File: src/rtl/intpol2_d4_out_buffer_pkg.sv
// Shared defaults and helpers for the interpolator output buffer.
package intpol2_D4_pkg;

  localparam int DATAPATH_WIDTH_DEF = 32;
  localparam int FRAME_LEN_W_DEF    = 16;

  // Occupancy needs one extra bit so that "completely full" is representable.
  function automatic int level_width(input int depth);
    return $clog2(depth) + 1;
  endfunction

endpackage

File: src/rtl/intpol2_d4_out_buffer_fifo_mem.sv
// Register-array storage for the output FIFO: one write port, asynchronous read port.
module intpol2_D4_fifo_mem #(
  parameter int DW    = 32,
  parameter int DEPTH = 16,
  parameter int AW    = $clog2(DEPTH)
) (
  input  logic          clk,
  input  logic          we,
  input  logic [AW-1:0] waddr,
  input  logic [DW-1:0] wdata,
  input  logic [AW-1:0] raddr,
  output logic [DW-1:0] rdata
);

  logic [DW-1:0] mem_q [DEPTH];

  always_ff @(posedge clk) begin
    if (we) begin
      mem_q[waddr] <= wdata;
    end
  end

  // Combinational read keeps the head sample visible one cycle after it is written.
  assign rdata = mem_q[raddr];

endmodule

File: src/rtl/intpol2_d4_out_buffer.sv
// Output buffer of the quadratic interpolator: FWFT FIFO with framed valid/ready output.
// Optional macro INTPOL2_D4_OUTBUF_DROPCNT_EN adds a saturating drop counter output (drop_cnt).
module intpol2_d4_out_buffer
  import intpol2_D4_pkg::*;
#(
  parameter int DATAPATH_WIDTH = DATAPATH_WIDTH_DEF,
  parameter int FIFO_DEPTH     = 16,
  parameter int AF_MARGIN      = 2,
  parameter int FRAME_LEN_W    = FRAME_LEN_W_DEF
) (
  input  logic                                clk,
  input  logic                                rst,
  input  logic                                clear,
  input  logic                                wr_en,
  input  logic [DATAPATH_WIDTH-1:0]           data_in,
  input  logic [FRAME_LEN_W-1:0]              frame_len,
  output logic [DATAPATH_WIDTH-1:0]           m_tdata,
  output logic                                m_tvalid,
  input  logic                                m_tready,
  output logic                                m_tlast,
  output logic                                almost_full,
  output logic                                full,
  output logic                                overflow,
`ifdef INTPOL2_D4_OUTBUF_DROPCNT_EN
  output logic [15:0]                         drop_cnt,
`endif
  output logic [level_width(FIFO_DEPTH)-1:0]  level
);

  localparam int LEVEL_W = level_width(FIFO_DEPTH);
  localparam int ADDR_W  = $clog2(FIFO_DEPTH);
  localparam logic [LEVEL_W-1:0] DEPTH_LVL = LEVEL_W'(FIFO_DEPTH);
  localparam logic [LEVEL_W-1:0] AF_LVL    = LEVEL_W'(FIFO_DEPTH - AF_MARGIN);

  logic [ADDR_W-1:0]         wr_ptr_q, wr_ptr_d;
  logic [ADDR_W-1:0]         rd_ptr_q, rd_ptr_d;
  logic [LEVEL_W-1:0]        level_q, level_d;
  logic [FRAME_LEN_W-1:0]    frame_cnt_q, frame_cnt_d;
  logic                      overflow_q, overflow_d;
  logic                      pop, push, drop, last_hit;
  logic [DATAPATH_WIDTH-1:0] rdata;

  assign m_tvalid = (level_q != '0);
  assign pop      = m_tvalid & m_tready;
  // A pop in the same cycle frees a slot, so a write while full is still accepted.
  assign push     = wr_en & ((level_q < DEPTH_LVL) | pop);
  assign drop     = wr_en & ~push;

  // frame_len of 0 or 1 means every sample closes a frame.
  assign last_hit = (frame_len <= FRAME_LEN_W'(1)) |
                    (frame_cnt_q == frame_len - FRAME_LEN_W'(1));
  assign m_tlast  = m_tvalid & last_hit;

  // Gating keeps the output at zero when nothing is queued (e.g. right after reset).
  assign m_tdata     = m_tvalid ? rdata : '0;
  assign full        = (level_q == DEPTH_LVL);
  assign almost_full = (level_q >= AF_LVL);
  assign overflow    = overflow_q;
  assign level       = level_q;

  intpol2_D4_fifo_mem #(
    .DW    (DATAPATH_WIDTH),
    .DEPTH (FIFO_DEPTH),
    .AW    (ADDR_W)
  ) u_mem (
    .clk   (clk),
    .we    (push),
    .waddr (wr_ptr_q),
    .wdata (data_in),
    .raddr (rd_ptr_q),
    .rdata (rdata)
  );

  always_comb begin
    wr_ptr_d    = wr_ptr_q;
    rd_ptr_d    = rd_ptr_q;
    level_d     = level_q;
    frame_cnt_d = frame_cnt_q;
    overflow_d  = overflow_q | drop;

    if (push) begin
      wr_ptr_d = wr_ptr_q + ADDR_W'(1);
    end
    if (pop) begin
      rd_ptr_d    = rd_ptr_q + ADDR_W'(1);
      frame_cnt_d = m_tlast ? '0 : frame_cnt_q + FRAME_LEN_W'(1);
    end

    case ({push, pop})
      2'b10:   level_d = level_q + LEVEL_W'(1);
      2'b01:   level_d = level_q - LEVEL_W'(1);
      default: level_d = level_q;
    endcase
  end

  always_ff @(posedge clk) begin
    if (rst || clear) begin
      wr_ptr_q    <= '0;
      rd_ptr_q    <= '0;
      level_q     <= '0;
      frame_cnt_q <= '0;
      overflow_q  <= 1'b0;
    end else begin
      wr_ptr_q    <= wr_ptr_d;
      rd_ptr_q    <= rd_ptr_d;
      level_q     <= level_d;
      frame_cnt_q <= frame_cnt_d;
      overflow_q  <= overflow_d;
    end
  end

`ifdef INTPOL2_D4_OUTBUF_DROPCNT_EN
  logic [15:0] drop_cnt_q, drop_cnt_d;

  always_comb begin
    drop_cnt_d = drop_cnt_q;
    if (drop && (drop_cnt_q != 16'hFFFF)) begin
      drop_cnt_d = drop_cnt_q + 16'd1;
    end
  end

  always_ff @(posedge clk) begin
    if (rst || clear) begin
      drop_cnt_q <= '0;
    end else begin
      drop_cnt_q <= drop_cnt_d;
    end
  end

  assign drop_cnt = drop_cnt_q;
`endif

endmodule

File: config.mk
export PLATFORM = sky130hd
export DESIGN_NAME = intpol2_d4_out_buffer
export DESIGN_NICKNAME = d
export VERILOG_FILES = /design/src/rtl/intpol2_d4_out_buffer_pkg.sv /design/src/rtl/intpol2_d4_out_buffer_fifo_mem.sv /design/src/rtl/intpol2_d4_out_buffer.sv
export SDC_FILE = /design/constraint.sdc
export NUM_CORES = 1
export LEC_CHECK = 0
export CAP_MARGIN = 0
export CORE_MARGIN = 2
export CORE_UTILIZATION = 50
export DETAILED_ROUTE_END_ITERATION = 7
export PLACE_DENSITY_LB_ADDON = 0.2
export SYNTH_ARGS = -nofsm -noshare
export SYNTH_HDL_FRONTEND = slang
export SYNTH_SLANG_ARGS = --single-unit
File: constraint.sdc
create_clock -name clk -period 4.57 [get_ports clk]
set_input_delay 0.914 -clock clk [delete_from_list [all_inputs] [get_ports clk]]
set_output_delay 0.914 -clock clk [all_outputs]
set_load 0.02 [all_outputs]
# --- After elaboration in Yosys (flattened, before gate mapping) ---
# Memory sizes are Yosys's and may differ from the RTL's. A register that Yosys moved wholly into a read port is not among the register bits.
# Index checks and enable logic that the tools add are counted.
totals:
  regBits: 30
  latch_bits: 0
  mem_bits_rw: 512
  rom_bits: 0
  out_inout_bits: 42
  elab_cells: 37
  mem_count: 1
classes:
  n_addsub: 6
  mul: 0
  n_div: 0
  n_lt_le_gt_ge: 3
  n_eq_ne: 4
  shifts: 0
  n_mux: 7
  n_bitwise: 8
  n_reduce_logical: 3
mem_list:
  columns: ["memory", "words", "word_bits", "rd", "rd_ports_with_merged_regs", "write_ports", "line_no", "text"]
  rows:
  - ["u_mem.mem_q", 16, 32, 1, 1, 1, "intpol2_d4_out_buffer_fifo_mem.sv:15", "logic [DW-1:0] mem_q [DEPTH];"]
op_table:
  columns: ["op", "count"]
  rows:
  - ["$mux W32", 1]
  - ["$add A16 B1 Y16 const B", 1]
  - ["$eq A16 B16 Y1", 1]
  - ["$le A16 B1 Y1 const B", 1]
  - ["$mux W16", 1]
  - ["$sub A16 B1 Y16 const B", 1]
  - ["$pmux W5 S2", 1]
  - ["$add A4 B1 Y4 const B", 2]
  - ["$mux W4", 2]
  - ["$add A5 B1 Y5 const B", 1]
  - ["$eq A5 B5 Y1 const B", 1]
  - ["$ge A5 B4 Y1 const B", 1]
  - ["$lt A5 B5 Y1 const B", 1]
  - ["$reduce_bool A5 Y1", 1]
  - ["$sub A5 B1 Y5 const B", 1]
  - ["$and A1 B1 Y1", 4]
  - ["$or A1 B1 Y1", 3]
  - ["$eq A2 B1 Y1 const B", 1]
  - ["$eq A2 B2 Y1 const B", 1]
  - ["$mux W1", 2]
  - ["$reduce_bool A2 Y1", 1]
  - ["$logic_or A1 B1 Y1", 1]
  - ["$not A1 Y1", 1]

# --- Depth between registers and ports, before layout ---
# Gate-level depths: netlist of the first run.
logic_depth:
  depth_word: 7
  depth_mapped: 13

# --- Cells and area by module ---
# From an unflattened synthesis of the first run, not the netlist that was laid out.
hier_totals:
  hier_cells: 1094
  hier_area_um2: 21558.2
by_module_without_submodules:
  columns: ["mod", "instances", "cells_each", "area_each_um2"]
  rows:
  - ["intpol2_D4_fifo_mem", 1, 806, 19213.4]
  - ["intpol2_d4_out_buffer", 1, 288, 2344.7]

# --- Worst setup path after synthesis of the first run ---
# Ideal clock, no wire load.
synth_timing:
  path_type: "input -> register"
  from: "input wr_en"
  to: "memory u_mem.mem_q[3][0], enable pin"
  setup_ns: 0.461
  arrival_ns: 3.798
  slack_ns: 0.311
  stages: 3
  path_buffers: 0
  path_cell_list: "a21boi_1 -> nand2_1 -> nor3_1"
synth_between:
  elab_chain_len: 3
synth_lines:
  columns: ["item", "line_no", "text"]
  rows:
  - ["start: declaration", "intpol2_d4_out_buffer.sv:14", "input logic wr_en,"]
  - ["$and A1 B1 Y1", "intpol2_d4_out_buffer.sv:46", "assign push = wr_en & ((level_q < DEPTH_LVL) | pop);"]
  - ["$mux W1", "intpol2_d4_out_buffer_fifo_mem.sv:18", "if (we) begin"]
  - ["$mux W1 (implied by the code)", "intpol2_d4_out_buffer_fifo_mem.sv:19", "mem_q[waddr] <= wdata;"]
  - ["end: declaration", "intpol2_d4_out_buffer_fifo_mem.sv:15", null]
# Every way passes these cells.

# --- Worst setup path in the final report of the first run ---
layout_timing:
  from: "input frame_len[11]"
  to: "output m_tlast"
layout_between:
  elab_chain_len: 4
  word_cells_on_any_way: 5
  classes_between: "1 x add/sub; 1 x order compare; 1 x eq/ne; 2 x bitwise"
layout_lines:
  columns: ["item", "line_no", "text"]
  rows:
  - ["start: declaration", "intpol2_d4_out_buffer.sv:16", "input logic [FRAME_LEN_W-1:0] frame_len,"]
  - ["$sub A16 B1 Y16", "intpol2_d4_out_buffer.sv:51", "(frame_cnt_q == frame_len - FRAME_LEN_W'(1));"]
  - ["$eq A16 B16 Y1", "intpol2_d4_out_buffer.sv:51", null]
  - ["$or A1 B1 Y1 *", "intpol2_d4_out_buffer.sv:50", "assign last_hit = (frame_len <= FRAME_LEN_W'(1)) |"]
  - ["$and A1 B1 Y1 *", "intpol2_d4_out_buffer.sv:52", "assign m_tlast = m_tvalid & last_hit;"]
  - ["end: declaration", "intpol2_d4_out_buffer.sv:20", "output logic m_tlast,"]
# Mark *: on every way between the ends. The rest lies on a longest branch, timed or not.

==> impl_metrics.toml, run 1 <==
[status]
status = "finished clean"

[yosys]
muxShareOfSynthArea = 0.169
synth_flop_cell = "edfxtp_1"
synth-simple-area-share = 0.0399
synth_top_family_by_area = "multiplexers"
async_flop_share = 0
synth_nets = 1091
synthCells = 1025
synth-compound-area-share = 0.0100
syn_area_um2 = 21600
syn_area_per_cell_um2 = 21.0
yosys.area_share.xor_xnor = 0.0175
ys_ff_latch = 546
yosysUniqueCellTypes = 48
synth_largest_area_cell = "edfxtp_1"
synth_seq_area_share = 0.745
synth_enable_flop_cells = 512
ys.warnings.count = 0
synth_area_leaders = "edfxtp_1 71%, mux4_2 17%, dfxtp_1 3.2%, xor2_1 1.1%, and2_1 0.96%"
synth-adder-area-share = 0.00789
netlist.area_leader.share = 0.713

[placement]
dp_hpwl_um = 25900
dp_cells = 1670
gp_congestion = 0.784
dp_slack_ns = -0.436
io_buffers = 94

[job]
drv_cap = 0

[setup_path]
worstPathRequired_ns = 3.66
criticalPathCategory = "in -> out"
crit_fanout = 4
end_kind = "output port"
cp-start-kind = "primary input"
cp.arrival_ns = 3.54

[floorplan]
core_area_um2 = 42800
die_w_um = 212
die_height_um = 212
start_util = 0.504
design.portCount = 95
dieArea_um2 = 44800
rows = 76

[timing]
period_share = 0.974
fin_crit_ns = 4.45
whs_ns = 0.477
fmax_ghz = 0.225
slew_headroom = 0.501
fin_skew_ns = 0.0115
setup_ws_ns = 0.120
setup_viol = 0
worst_pin_slew_ns = 0.749
hold_violations = 0
drv_slew = 0

[final_layout]
fillCellCount = 3073
layout-drive-gt1-share = 0.259
final_common_cell = "edfxtp_1"
finish.net_count = 1247
diodes = 0
instances_no_fill = 1770
area_delta_synth_final_pct = 17.9
layout_common_cells = "512 x edfxtp_1, 160 x mux4_2, 93 x clkdlybuf4s50_1"
post-route-util = 0.594

[min_path]
hold_path.class = "reg -> reg"

[route]
vias = 10500
drt_iter0_drc = 893
drcViolationCount = 0
wl_per_cell_um = 26.2
vias_per_cell = 5.95
drtPass1Iterations = 5
ant_nets = 0
wirelength_um = 46300

[power_and_ir_drop]
leakage_nw = 7.88
peakVddDrop_mv = 0.401
power_density_nw_per_um2 = 405
power_mw = 10.3

[cts]
clock_latency_ns = 0.60
cts_tree = "yes"
cts_buffers = 55
ctsLongestPathBuffers = 3
cts-root-buf = "clkbuf_16"
htreeDepth = 2
cts_sinks = 546
clk_pin_slew_ns = 0.06

[global_routing]
grt_overflow_total = 0
grt_pass1_wl_um = 69000
first_global_vias = 10800
track_usage = 0.214
antenna_found_initial = 1
grt_max_degree = 64
==> cell usage after synthesis, types with 2 or more instances <==
| cell | count |
|---|---|
| a31oi_1 | 5 |
| o31ai_1 | 3 |
| xnor2_1 | 16 |
| nor2b_1 | 3 |
| nor4_1 | 5 |
| nand2b_1 | 3 |
| a21oi_1 | 11 |
| mux2i_1 | 3 |
| nor3_1 | 12 |
| clkbuf_1 | 35 |
| nand4_1 | 5 |
| ha_1 | 12 |
| o21ai_0 | 5 |
| nor2_1 | 49 |
| or3_1 | 4 |
| and3_1 | 3 |
| inv_1 | 9 |
| mux4_2 | 160 |
| nand2_1 | 18 |
| xor2_1 | 27 |
| and2_1 | 33 |
| or4_1 | 3 |
| buf_1 | 13 |
| nand3_1 | 18 |
| a21o_1 | 2 |
| edfxtp_1 | 512 |
| dfxtp_1 | 34 |
| nand4b_1 | 2 |
==> flip-flops by register name, summed over array words and instances, names as in the netlist, named ones only <==
name / cells
frame_cnt_q: 16
level: 5
overflow: 1
rd_ptr_q: 4
u_mem.mem_q: 512
wr_ptr_q: 4
==> cell families (layout without fill, tap and decap cells) <==
logic type / after synthesis / in the layout
AO/OA/AOI/OAI: 33 / 33
XOR/XNOR: 43 / 43
adder cells (fa/ha/maj): 13 / 13
buffers and inverters: 61 / 260
flip-flops: 546 / 546
multiplexers: 164 / 164
AND/OR/NAND/NOR: 165 / 165
==> worst paths after layout <==
check / end / depth (start not counted) / slack [ns] / from
worst max-delay path: m_tlast / 10 / 0.12 / frame_len[11]
worst min-delay path: overflow$_SDFF_PP0_ / 2 / 0.48 / overflow$_SDFF_PP0_
worst max register to register: level[4]$_SDFFE_PP0P_ / 13 / 1.06 / level[0]$_SDFFE_PP0P_
worst min register to register: overflow$_SDFF_PP0_ / 2 / 0.48 / overflow$_SDFF_PP0_
==> per-layer routing <==
layer  wire [um]  share of wire  GRT usage  vias up
li1            -              -          -     4549
met1       20500           0.44      0.309     5629
met2       22700           0.49      0.346      295
met3        2360          0.051     0.0356       56
met4         721          0.016     0.0508        0
met5           0              0          0        -
==> through the flow <==
stage	setup TNS, ns	area, um2
5_1_grt	-0.00874	25400
3_5_place_dp	-0.436	23700
6_report	0	25400
4_1_cts	0	25400
2_1_floorplan	0	21600
3_3_place_gp	-0.398	23700
==> layout make-up <==
type | count | area [um2] | share of cell area
tap | 546 | 683 | 0.0269
timing repair buffer | 150 | 1480 | 0.0583
inverter | 10 | 37.5 | 0.00148
sequential | 546 | 16100 | 0.632
clock buffer | 76 | 1520 | 0.0597
clock inverter | 24 | 219 | 0.00861
multi-input combinational | 418 | 5420 | 0.213
==> where the power goes <==
part           switching [mW]  total, mW  internal [mW]
clock network            1.82       4.35           2.53
logic                   0.242      0.449          0.207
registers              0.0111       5.51           5.50
total                    2.07       10.3           8.24
==> what timing repair did <==
item	CTS	global route
cloned	0	0
gates resized for setup	6	7
pin swaps	1	3
setup buffers	0	0
endpoints found under the setup margin	1	1
hold buffers	0	0
==> worst max-delay path: stages <==
cell,delay (ns)
clkdlybuf4s50_1,0.43
or4_4,0.55
or4_4,0.54
buf_4,0.18
o21ai_4,0.17
o41ai_4,0.10
o31ai_1,0.21
nand4bb_1,0.20
a21oi_2,0.08
buf_2,0.17
(Power assumes the default switching activity.)
==> run 2, diff against run 1 <==
==> constraint.sdc (replaced) <==
create_clock -name clk -period 4.57 [get_ports clk]
set_input_delay 0.457 -clock clk [delete_from_list [all_inputs] [get_ports clk]]
set_output_delay 0.457 -clock clk [all_outputs]
set_load 0.02 [all_outputs]
==> impl_metrics.toml, run 2 (synthesis results as in run 1) <==
[cts]
cts-root-buf = "clkbuf_16"
cts_sinks = 546
post_cts_buffers = 0
ctsLongestPathBuffers = 3
cts_resized = 0
cts_buffers = 54
htreeDepth = 2
clock_latency_ns = 0.60
cts_hold_buf = 0
clk_pin_slew_ns = 0.06
cts_tree = "yes"

[timing]
fin_skew_ns = 0.0132
setup_tns_ns = 0
fmax_ghz = 0.238
worst_pin_slew_ns = 0.700
slew_headroom = 0.533
setup_viol = 0
fin_crit_ns = 4.20
grt_setup_unrepaired = "false"
period_share = 0.919
hold_violations = 0
whs_ns = 0.488
drv_slew = 0

[job]
drv_cap = 0

[power_and_ir_drop]
power_frac_seq = 0.530
pwr-share-comb = 0.042
power_density_nw_per_um2 = 410
power.share.clock = 0.428
p_int_mw = 8.32
peakVddDrop_mv = 0.346
netSwitchingFraction = 0.199
p_sw_mw = 2.07
leakage_nw = 7.78

[floorplan]
die_height_um = 212
design.portCount = 95
dieArea_um2 = 44800
rows = 76
die_w_um = 212
core_area_um2 = 42800
start_util = 0.504

[min_path]
hold_path.class = "reg -> reg"

[setup_path]
criticalPathCategory = "in -> out"
crit_fanout = 6
reg2reg_depth = 12
ff2ff_setup_slack_ns = 0.97
timing.rr.start = "level[0]$_SDFFE_PP0P_"
crit_end = "m_tlast"
slowest_delay_ns = 0.64
worstReg2RegEnd = "level[4]$_SDFFE_PP0P_"
worstPathRequired_ns = 4.11
cp-start-kind = "primary input"
crit_start = "frame_len[3]"
path_common_cell = "clkdlybuf4s50_1"
cp.arrival_ns = 3.74
crit_chain = "clkdlybuf4s50_1 -> or4_4 -> or4_1 -> nor4_2 -> xnor2_1 -> o31ai_1 -> nand4bb_1 -> a21oi_1 -> clkdlybuf4s50_1"
end_kind = "output port"
cp_slowest_cell = "clkdlybuf4s50_1"

[route]
drt_iter0_drc = 969
ant_nets = 0
wirelength_um = 45300
drcViolationCount = 0
drtPass1Iterations = 5
vias_per_cell = 5.93
wl_per_cell_um = 25.9
vias = 10400

[final_layout]
final_common_cell = "edfxtp_1"
largest_reg_flops = 512
largest_register = "u_mem.mem_q"
instances_no_fill = 1751
finish.net_count = 1228
area_delta_synth_final_pct = 17.5
layout_common_cells = "512 x edfxtp_1, 160 x mux4_2, 94 x clkdlybuf4s50_1"
layout-drive-gt1-share = 0.248

[global_routing]
antenna_found_initial = 0
grt_max_degree = 58
grt_overflow_total = 0
track_usage = 0.211
first_global_vias = 10800
grt_pass1_wl_um = 68100

[status]
status = "finished clean"

[placement]
io_buffers = 94
dp_hpwl_um = 25200
dp_cells = 1652
gp_congestion = 0.787
-- run 2: changes by cell type in the layout (fill, tap and decap cells not counted), sizes merged --
cell	delta
clkbuf	-7
buf	-19
bufinv	+3
clkinv	-1
inv	+1
diode	+1
clkinvlp	+2
clkdlybuf4s50	+1
-- run 2: per-stage QoR --
step | worst slack [ns] | util | area (um2) | power [mW]
global route | 0.228 | 0.592 | 25300 | 10.7
global placement | 0.384 | 0.550 | 23600 | 6.05
CTS | 0.367 | 0.592 | 25300 | 10.5
finish | 0.370 | 0.592 | 25300 | 10.4
floorplan | 0.768 | - | 21600 | 5.83
detailed placement | 0.376 | 0.550 | 23600 | 6.06
-- run 2: metal layers --
metal | up-vias | wire (um) | GRT usage
met2 | 274 | 22800 | 0.347
li1 | 4503 | - | -
met1 | 5543 | 19300 | 0.297
met3 | 68 | 2390 | 0.0371
met4 | 0 | 822 | 0.0505
met5 | - | 0 | 0
-- run 2: critical path: cells and delay by family --
| family | cells | cell delay, ns |
|---|---|---|
| AND/OR/NAND/NOR | 4 | 1.68 |
| buffers and inverters | 2 | 1.16 |
| AO/OA/AOI/OAI | 2 | 0.29 |
| XOR/XNOR | 1 | 0.15 |
-- run 2: area by class of cell --
type,instances,area [um2]
inverters,10,37.5
fillers,3119,17500
diodes,1,2.50
clock inverters,29,338
well taps,546,683
clock buffers,69,1440
repair buffers,132,1390
flip-flops and latches,546,16100
multi-input cells,418,5380
-- run 2: worst min-delay path by stage --
stage | startpoint | endpoint | slack [ns] | cells after the start
floorplan | rd_ptr_q[1]$_SDFFE_PP0P_ | flip-flop | 0.47 | 2
global placement | overflow$_SDFF_PP0_ | overflow$_SDFF_PP0_ | 0.45 | 2
detailed placement | overflow$_SDFF_PP0_ | overflow$_SDFF_PP0_ | 0.47 | 2
CTS | overflow$_SDFF_PP0_ | overflow$_SDFF_PP0_ | 0.49 | 2
global route | rd_ptr_q[1]$_SDFFE_PP0P_ | flip-flop | 0.54 | 2
finish | overflow$_SDFF_PP0_ | overflow$_SDFF_PP0_ | 0.49 | 2
-- run 2: power by group through the flow --
stage	combinational, mW	clock (mW)	sequential (mW)
2_1_floorplan	0.216	0	5.62
3_3_place_gp	0.434	0	5.61
3_5_place_dp	0.441	0	5.62
4_1_cts	0.443	4.54	5.51
5_1_grt	0.471	4.74	5.51
6_report	0.435	4.44	5.51
==> RTL edit (config.mk and constraints of run 1) <==
Build with the macro `INTPOL2_D4_OUTBUF_DROPCNT_EN` defined.
--- a/src/rtl/intpol2_d4_out_buffer.sv
+++ b/src/rtl/intpol2_d4_out_buffer.sv
@@ -1,5 +1,7 @@
 // Output buffer of the quadratic interpolator: FWFT FIFO with framed valid/ready output.
 // Optional macro INTPOL2_D4_OUTBUF_DROPCNT_EN adds a saturating drop counter output (drop_cnt).
+`define INTPOL2_D4_OUTBUF_DROPCNT_EN
+
 module intpol2_d4_out_buffer
   import intpol2_D4_pkg::*;
 #(
Behaviour (old outputs only; new: drop_cnt): unchanged (equiv_simple and equiv_induct, registers matched by name and starting in step).
==> RTL edit against run 1 <==
Power rose by 2.8%; wire length rose by 1.3%; non-clock buffer count rose by 23; global-route usage fell by 0.62 points; area after synthesis rose by 3.6%; sequential cell count rose by 16; register-to-register slack improved by 0.64 ns; design area rose by 4.5%; sequential power rose by 3%; clock power rose by 3%; worst setup slack improved by 0.074 ns; largest cell class unchanged.
==> RTL edit: results <==
[status]
status = "completed"

[finish]
fin_nets = 1365
drive_gt1_share_pct = 25.7
regMostFlops = "u_mem.mem_q"
diodes = 0
stdcell_count = 1936
largest_reg_flops = 512

[placement]
hpwl_mm = 25.5
place_inst = 1824
place_congestion = 0.818
place.port_buffers = 110

[grt]
grt_pass1_wl_mm = 71.4
grt_max_degree = 73
grt_usage_pct = 20.8
grt_pass1_vias = 11500

[detailed_routing]
drtIter0Drc = 961
drt_first_pass_iters = 5
wl_per_cell_um = 24.2
via_per_inst = 5.73

[clocking]
cts_buffers = 57
htree_levels = 2
clockRootBuffer = "clkbuf_16"
insertion_delay_ns = 0.60
clk_pin_slew_ns = 0.05

[yosys]
seq_area_frac_synth_pct = 73.3
synthCells = 1116
synth_fp_nets = 1183
async_flop_share_pct = 0
synth.distinct_cells = 54
ys_warn_count = 0
synthTopCellsByArea = "edfxtp_1, mux4_2, dfxtp_1, xor2_1, nor2_1"
synth_commonest_cells = "edfxtp_1, mux4_2, nor2_1"
synth-edff-count = 512

[pwr]
switching_share_pct = 20.1
leakage_nw = 8.29
peakVddDrop_mv = 0.305

[critical_path]
rr_worst_depth = 11
cp_max_fo = 2
critPathArrivalTime_ns = 3.46

[timing]
setup_viol = 0
finClkSkew_ns = 0.0250
slew_headroom_pct = 44.8
[RTL edit: cell types whose count changed in the layout (fill, tap and decap cells not counted), moves of 8 or more]
cell / run 1 / this run
clkdlybuf4s50_1: 93 / 109
clkinv_2: 3 / 12
dfxtp_1: 30 / 46
nand2_1: 18 / 30
nand3_1: 18 / 10
nor2_1: 37 / 46
nor2_2: 0 / 10
[RTL edit: cell families after synthesis]
logic type | share of synthesized area (%)
DFF | 73.3
and+or+nand+nor | 5.26
muxes | 16.2
buffers and inverters | 1.14
xor gates and xnor gates | 1.96
AOI/OAI and AO/OA | 1.33
adders and majority gates | 0.817
[RTL edit: through the flow]
stage	worst slack (ns)	instance area [sq um]	setup TNS [ns]	hold slack, ns	util [%]
after global placement	-0.279	24700	-0.279	0.456	56.0
final	0.194	26600	0	0.476	60.2
after detailed placement	-0.323	24700	-0.323	0.472	56.0
after global routing	0.0108	26600	0	0.502	60.2
after CTS	0.0545	26600	0	0.484	60.2
after floorplan	0.291	22300	0	0.468	-
[RTL edit: final timing paths]
path,start,end,slack (ns)
setup / recovery,frame_len[1],m_tlast,0.19
hold / removal,overflow,overflow,0.48
setup reg to reg,level[0],level[4],1.70
hold reg to reg,overflow,overflow,0.48
[RTL edit: critical path: stages]
cell and delay (ns):
clkdlybuf4s50_1 0.44, inv_1 0.09, ha_1 0.17, or4b_4 0.47, or4b_4 0.50, a211oi_2 0.22, o31ai_1 0.12, nor4_2 0.20
o21a_1 0.16, buf_2 0.16
[RTL edit: per-layer routing]
layer	global-route usage, %	wire length, um	vias up
li1	-	-	4910
met4	4.85	777	2
met3	3.78	2770	68
met1	29.0	20000	5780
met5	0	11	-
met2	34.4	23300	336
[RTL edit: repair_timing]
action | in CTS | in global routing
gates resized for setup | 4 | 2
pin swaps | 2 | 1
hold buffers | 0 | 0
buffers inserted | 7 | 0
setup endpoints to repair | 1 | 1
[RTL edit: final cells by class]
cell class                      instances  area, sq um
Inverter                               15         56.3
Tap cell                              592          741
Multi-Input combinational cell        489         5840
Clock inverter                         28          264
Clock buffer                           77         1530
Sequential cell                       562        16400
Timing Repair Buffer                  173         1740
Fill cell                            3249        17600
[RTL edit: power by group through the flow]
stage               logic (mW)  clock network (mW)  registers [mW]
finish                   0.457                4.49            5.65
global route             0.493                4.76            5.65
CTS                      0.464                4.57            5.65
detailed placement       0.461                   0            5.76
global placement         0.453                   0            5.76
floorplan                0.221                   0            5.76
